## config.mk

```make
export PLATFORM = sky130hd
export DESIGN_NAME = obstacle_field
export DESIGN_NICKNAME = d
export VERILOG_FILES = /design/src/rtl/obs_game_pkg.sv /design/src/rtl/obs_lfsr.sv /design/src/rtl/obstacle_field.sv
export SDC_FILE = /design/constraint.sdc
export NUM_CORES = 1
export LEC_CHECK = 0
export ABC_AREA = 1
export CAP_MARGIN = 20
export CORE_UTILIZATION = 34
export DETAILED_ROUTE_END_ITERATION = 10
export PLACE_DENSITY = 0.66
export SETUP_SLACK_MARGIN = 0.15
export SKIP_CTS_REPAIR_TIMING = 1
export SLEW_MARGIN = 0
export SYNTH_ARGS = -nofsm -noshare
export SYNTH_HDL_FRONTEND = slang
export SYNTH_SLANG_ARGS = --single-unit
```

## constraint.sdc

```tcl
create_clock -name clk -period 1.8 [get_ports clk]
set_input_delay 0.27 -clock clk [delete_from_list [all_inputs] [get_ports clk]]
set_output_delay 0.27 -clock clk [all_outputs]
set_load 0.01 [all_outputs]
```

## src/rtl/obs_game_pkg.sv

```systemverilog
// Shared constants for the obstacle field: geometry, lane encodings, LFSR taps/seed
// and the generated-row mapping that always leaves one lane free.
package obs_game_pkg;

  localparam int unsigned LANES  = 3;
  localparam int unsigned ROWS   = 6;
  localparam int unsigned LFSR_W = 16;

  localparam logic [2:0] LANE_L = 3'b001;
  localparam logic [2:0] LANE_M = 3'b010;
  localparam logic [2:0] LANE_R = 3'b100;

  localparam logic [LFSR_W-1:0] LFSR_TAPS         = 16'hB400;
  localparam logic [LFSR_W-1:0] LFSR_DEFAULT_SEED = 16'hACE1;

  localparam logic [2:0] ROW_ALL      = 3'b111;
  localparam logic [2:0] ROW_ALL_MAP  = 3'b101;
  localparam logic [2:0] ROW_NONE     = 3'b000;
  localparam logic [2:0] ROW_NONE_MAP = 3'b010;

  // Full rows become passable, empty generated rows get a middle obstacle.
  function automatic logic [2:0] map_row(input logic [2:0] raw);
    logic [2:0] row;
    row = raw;
    if (raw == ROW_ALL)  row = ROW_ALL_MAP;
    if (raw == ROW_NONE) row = ROW_NONE_MAP;
    return row;
  endfunction

endpackage

```

## src/rtl/obs_lfsr.sv

```systemverilog
// Free-running 16-bit Fibonacci LFSR (x^16+x^14+x^13+x^11+1), shifting left each cycle.
module obs_lfsr
  import obs_game_pkg::*;
#(
  parameter logic [LFSR_W-1:0] SEED = LFSR_DEFAULT_SEED
) (
  input  logic              clk,
  input  logic              reset,
  output logic [LFSR_W-1:0] state
);

  // An all-zero seed would lock the register up.
  localparam logic [LFSR_W-1:0] SEED_EFF = (SEED == '0) ? LFSR_DEFAULT_SEED : SEED;

  always_ff @(posedge clk) begin
    if (reset) state <= SEED_EFF;
    else       state <= {state[LFSR_W-2:0], ^(state & LFSR_TAPS)};
  end

endmodule

```

## src/rtl/obstacle_field.sv

```systemverilog
// Obstacle field: shifts generated rows down on each accepted tick, detects
// collisions and keeps the dodge score. OBS_SCORE_BCD_EN selects a packed-BCD score.
module obstacle_field #(
  parameter int unsigned ROWS      = 6,
  parameter int unsigned LANES     = 3,
  parameter int unsigned GAP_ROWS  = 1,
  parameter logic [15:0] LFSR_SEED = 16'hACE1,
  parameter int unsigned SCORE_W   = 8
) (
  input  logic                    clk,
  input  logic                    reset,
  input  logic                    tick,
  input  logic                    run,
  input  logic                    clear,
  input  logic [LANES-1:0]        player,
  output logic [ROWS*LANES-1:0]   field,
  output logic                    new_row,
  output logic                    hit,
  output logic [SCORE_W-1:0]      score
);

  localparam int unsigned FW    = ROWS * LANES;
  localparam int unsigned GAP_W = (GAP_ROWS > 0) ? $clog2(GAP_ROWS + 1) : 1;

  logic [obs_game_pkg::LFSR_W-1:0] lfsr;
  logic                            lfsr_unused_c;
  logic [GAP_W-1:0]                gap;
  logic [LANES-1:0]                bottom_c;
  logic                            overlap_c;
  logic                            accept_c;

  obs_lfsr #(.SEED(LFSR_SEED)) u_lfsr (
    .clk   (clk),
    .reset (reset),
    .state (lfsr)
  );

  assign lfsr_unused_c = ^lfsr[obs_game_pkg::LFSR_W-1:3];
  assign bottom_c      = field[FW-1 -: LANES];
  assign overlap_c     = |(bottom_c & player);
  assign accept_c      = tick && run && !clear;

  // Saturating increment; decimal carry per nibble in BCD mode.
  function automatic logic [SCORE_W-1:0] score_inc(input logic [SCORE_W-1:0] s);
    logic [SCORE_W-1:0] r;
`ifdef OBS_SCORE_BCD_EN
    logic carry;
    logic all9;
    r     = s;
    carry = 1'b1;
    all9  = 1'b1;
    for (int d = 0; d < int'(SCORE_W / 4); d++) begin
      if (r[4*d +: 4] != 4'd9) all9 = 1'b0;
      if (carry) begin
        if (r[4*d +: 4] == 4'd9) begin
          r[4*d +: 4] = 4'd0;
        end else begin
          r[4*d +: 4] = r[4*d +: 4] + 4'd1;
          carry       = 1'b0;
        end
      end
    end
    if (all9) r = s;
`else
    r = (&s) ? s : s + SCORE_W'(1);
`endif
    return r;
  endfunction

  always_ff @(posedge clk) begin
    if (reset || clear) begin
      field   <= '0;
      gap     <= '0;
      score   <= '0;
      hit     <= 1'b0;
      new_row <= 1'b0;
    end else begin
      hit     <= run && overlap_c;
      new_row <= accept_c && (gap == '0);
      if (accept_c) begin
        if ((bottom_c != '0) && !overlap_c) score <= score_inc(score);
        // Row 0 sits in the low bits, so shifting down is a left shift of the vector.
        if (gap == '0) begin
          field <= {field[FW-LANES-1:0], obs_game_pkg::map_row(lfsr[2:0])};
          gap   <= GAP_W'(GAP_ROWS);
        end else begin
          field <= {field[FW-LANES-1:0], {LANES{1'b0}}};
          gap   <= gap - GAP_W'(1);
        end
      end
    end
  end

endmodule

```

After elaboration in Yosys (flattened, before gate mapping)
Cells that the tools add are included.
{"block": "totals", "ff_bits": 45, "latch_bits": 0, "mem_bits_rw": 0, "rom_bits": 0, "output_inout_bits": 28, "mem_count": 0}
{"block": "classes", "addsub": 2, "mul": 0, "div": 0, "magnitude_cmp": 0, "eq_ne": 1, "n_shift": 0, "muxes": 4, "bitwise_logic": 3, "reduce_logical": 14}
{"cell": "XOR reduction 16 bit", "n": 1}
{"cell": "2-to-1 mux 3 bit", "n": 3}
{"cell": "adder 8 x 1 -> 8 bit, second input constant", "n": 1}
{"cell": "AND reduction 8 bit", "n": 1}
{"cell": "logical AND 1 bit", "n": 5}
{"cell": "bitwise AND 3 bit", "n": 1}
{"cell": "== test 3 bit, second input constant", "n": 1}
{"cell": "zero test 3 bit", "n": 1}
{"cell": "AND reduction 3 bit", "n": 1}
{"cell": "nonzero test 3 bit", "n": 1}
{"cell": "OR reduction 3 bit", "n": 1}
{"cell": "zero test 1 bit", "n": 2}
{"cell": "NOT 1 bit", "n": 2}
{"cell": "logical OR 1 bit", "n": 1}
{"cell": "2-to-1 mux 1 bit", "n": 1}
{"cell": "subtractor 1 bit, second input constant", "n": 1}

Logic depth before layout (Yosys ltp)
{"block": "depth", "depth_word": 5, "depth_mapped": 9, "ltp_nobuf": 9}

Cells and area by module
From an unflattened synthesis, not the netlist that was laid out.
{"block": "hier_totals", "hier_cells": 236, "hier_area_um2": 1800.5}
{"module": "obstacle_field", "instances": 1, "cells_per_inst": 177, "area_per_inst_um2": 1297.5, "seq_area_each_um2": 580.6}
{"module": "obs_lfsr", "instances": 1, "cells_per_inst": 59, "area_per_inst_um2": 503.0, "seq_area_each_um2": 320.3}

Worst setup path before layout
OpenSTA, ideal clock, no wires.
{"block": "synth_timing", "path_kind": "flip-flop to flip-flop", "startpoint": "register score[0]", "endpoint": "register score[7]", "setup_ns": 0.115, "arrival_time_ns": 1.223, "required_time_ns": 1.685, "path_slack_ns": 0.462, "path_stages_with_launch": 9, "path_buffers": 0, "path_cell_list": "dfxtp_1 > ha_1 > nand2_2 > nor2_4 > nand2_2 > nand2_4 > inv_2 > a21oi_1 > nor2_1"}
{"block": "synth_between", "elab_chain_cells": 3, "elab_cells_between_ends": 4, "classes_between": "add/sub (1); bitwise (1); reduce/logical (2)"}
{"element": "from (decl)", "line": "obstacle_field.sv:19", "rtl": "output logic [SCORE_W-1:0] score"}
{"element": "from (signal assigned)", "line": "obstacle_field.sv:81", "rtl": "if ((bottom_c != '0) && !overlap_c) score <= score_inc(score);"}
{"element": "branches (longest 3 deep; another with adder 8 x 1 -> 8 bit)"}
Parallel ways; which one is timed is not known.
A chain may end at the register's enable or synchronous reset.

Worst setup path in the final report
{"block": "layout_timing", "startpoint": "register score[4]", "endpoint": "output score[4]"}
No word-level cell between the ends.

==> reports/results.tsv <==
metric	value	unit
Top delay family on crit path	buffers and inverters	
Crit. End Element	primary output	
All-Layer GR Usage	13.8	%
post-synth top area share	50.7	%
CP peak stage delay	570	ps
first-pass GRT wire length	5.78	mm
Core Area	0.00488	mm2
Clk pwr share	39.9	%
setup TNS	0	ps
vias in the first global route	1291	
ANT nets after route	0	
switching share of power	22.9	%
crit path to	score[4]	
Cell Area, Synth	0.00178	mm2
crit path DAT	1300	ps
slew at the pin closest to its max-slew limit	326	ps
max cap viols	0	
Bufs on Longest Clock Path	2	
post-synthesis sequential area ratio	50.7	%
total gr overflow	0	
CP required	1530	ps
ranking of synthesized cells by area	dfxtp_1 (51%), nor2_1 (12%), nand2_1 (6.8%)	
initial antenna violation count	0	
CP Launch Type	flop	
Mapped Avg Cell Area	7.76	um2
port bufs	35	
relative slew slack	78.2	%
slowest CP cell	clkdlybuf4s50_1	
Chip Height	74.3	um
P per Cell Area	853	mW/mm2
reg2reg end	score[3]	
#FFs+latches synth	45	
Worst Setup SP	score[4]	
Ports	36	
Worst VDD drop	0.608	mV
drt wl/cell	10.0	um
Synth area leader	dfxtp_1	
Setup WS post-layout	225	ps
Fmax	635	MHz
crit-path cells	clkdlybuf4s50_1	
Yosys cell types	22	
Internal	1.52	mW
Combinational Power Share	7.0	%
Buf+Inv Stages, Crit Path	1	
Die X-Extent	74.3	um
root buf cell	clkbuf_8	
post-synthesis async set-or-reset flop share	0	%
Rows	25	
Final Hold Fails	0	
cell with the most instances after synthesis	nor2_1	
CTS buffer count	5	
Levels on crit path	1	
Setup Crit Path Kind	reg -> out	
min Tclk post-route	1570	ps
Sink Count	45	
via count	1455	
Final setup viols	0	
Hold Crit Class	reg -> reg	
final net count	276	
Sequential Power Share	53.1	%
H-tree depth	2	
Final Wtd Congestion	0.731	
die footprint	0.00552	mm2
Net Switching	0.453	mW
Worst R2R Path Depth	8	
share of cells above drive strength 1	12.7	%
HPWL Detailed	2.36	mm
syn nets	238	
Initial DRC Count	32	
DR vias/cell	4.34	
# DRC	0	
Antenna Cells	0	
DRT Pass-1 Iters	5	
Synth top cells by count	nor2_1 (55), dfxtp_1 (45), nand2_1 (32)	
Slew Limit Fails	0	
worst skew pair latency	300	ps
RR Startpoint	score[1]	
Cells after Synth	229	
dpl ws	170	ps
CTS tree	built	
EDFF count, synth	0	
Initial Util	36.4	%
yosys warns	0	
R2R setup slack	440	ps
synthesis-to-finish area growth	30.2	%
Total Wirelength	3.37	mm
outcome	finished clean	
Clock Skew	3.29	ps
Tcrit/Tclk final	87.5	%
Leak	1.02	nW
unrepaired setup endpoints after global routing	no	
CP Max Fanout	5	
total power	1.97	mW
Main synth FF type	dfxtp_1	
largest net degree at the start of global routing	29	
CTS clk-pin slew, worst paths	90	ps
-- logic make-up after synthesis --
logic type / after synthesis / synth area share [%]
buf+inv: 34 / 8.03
compound gates: 26 / 7.32
xor+xnor: 4 / 1.97
simple gates: 119 / 31.3
fa+ha+maj: 1 / 0.704
flops: 45 / 50.7
-- per-layer routing --
metal | part of all wire [%] | up-vias | track usage [%] | wire, um
met3 | 3.3 | 4 | 3.25 | 111
met1 | 50 | 644 | 17.3 | 1670
met2 | 45 | 28 | 22.2 | 1530
met4 | 1.4 | 0 | 6.92 | 48
met5 | 0 | - | 0 | 0
li1 | - | 779 | - | -
-- power by group through the flow --
stage	Clock [mW]	Sequential [mW]	Combinational, mW
finish	0.788	1.05	0.137
global route	0.852	1.05	0.156
CTS	0.815	1.05	0.139
detailed placement	0	1.07	0.137
global placement	0	1.07	0.136
floorplan	0	1.07	0.0811
-- flip-flops by register name, indices dropped and copies added (netlist names) --
register      flops
score             8
u_lfsr.state     16
new_row           1
field            18
hit               1
gap               1
-- final cells by class --
| type | count | area (um2) |
|---|---|---|
| clock buffer | 5 | 68.8 |
| inverter | 27 | 101 |
| multi-input combinational | 150 | 733 |
| clock inverter | 3 | 50.0 |
| timing repair buffer | 38 | 373 |
| fill | 505 | 2570 |
| tap | 67 | 83.8 |
| sequential | 45 | 903 |
-- worst min path at each step --
| stage | to | startpoint | cells past startpoint | slack, ps |
|---|---|---|---|---|
| global route | u_lfsr.state[7] | u_lfsr.state[6] | 1 | 430 |
| detailed placement | u_lfsr.state[6] | u_lfsr.state[5] | 1 | 400 |
| floorplan | u_lfsr.state[12] | u_lfsr.state[11] | 2 | 390 |
| finish | u_lfsr.state[9] | u_lfsr.state[8] | 2 | 410 |
| CTS | u_lfsr.state[9] | u_lfsr.state[8] | 2 | 410 |
| global placement | u_lfsr.state[9] | u_lfsr.state[8] | 2 | 390 |
-- metrics by stage --
step	std cells	utilization [%]	hold WS, ps	area (um2)
3_5_place_dp	327	44.9	395	2190
3_3_place_gp	327	44.9	390	2190
5_1_grt	335	47.4	431	2310
4_1_cts	335	47.4	409	2310
6_report	335	47.4	408	2310
2_1_floorplan	229	-	388	1780
-- placed cells by master (no fill, tap or decap) --
cell / n
xor2_1: 1
ha_1: 1
nand3_1: 11
xnor2_1: 3
o21ai_1: 1
nand2_1: 32
or2_2: 7
nor2_2: 1
bufinv_16: 1
nand2_2: 2
clkdlybuf4s50_1: 35
dfxtp_2: 2
buf_4: 3
a21oi_1: 6
dfxtp_1: 43
inv_1: 25
nand3_2: 2
clkbuf_8: 5
inv_8: 1
o21ai_0: 19
clkinv_4: 1
inv_2: 2
nor2_4: 5
nor2_1: 55
nand2_4: 2
nand4_1: 2
Power figures use the tool's default switching activity.
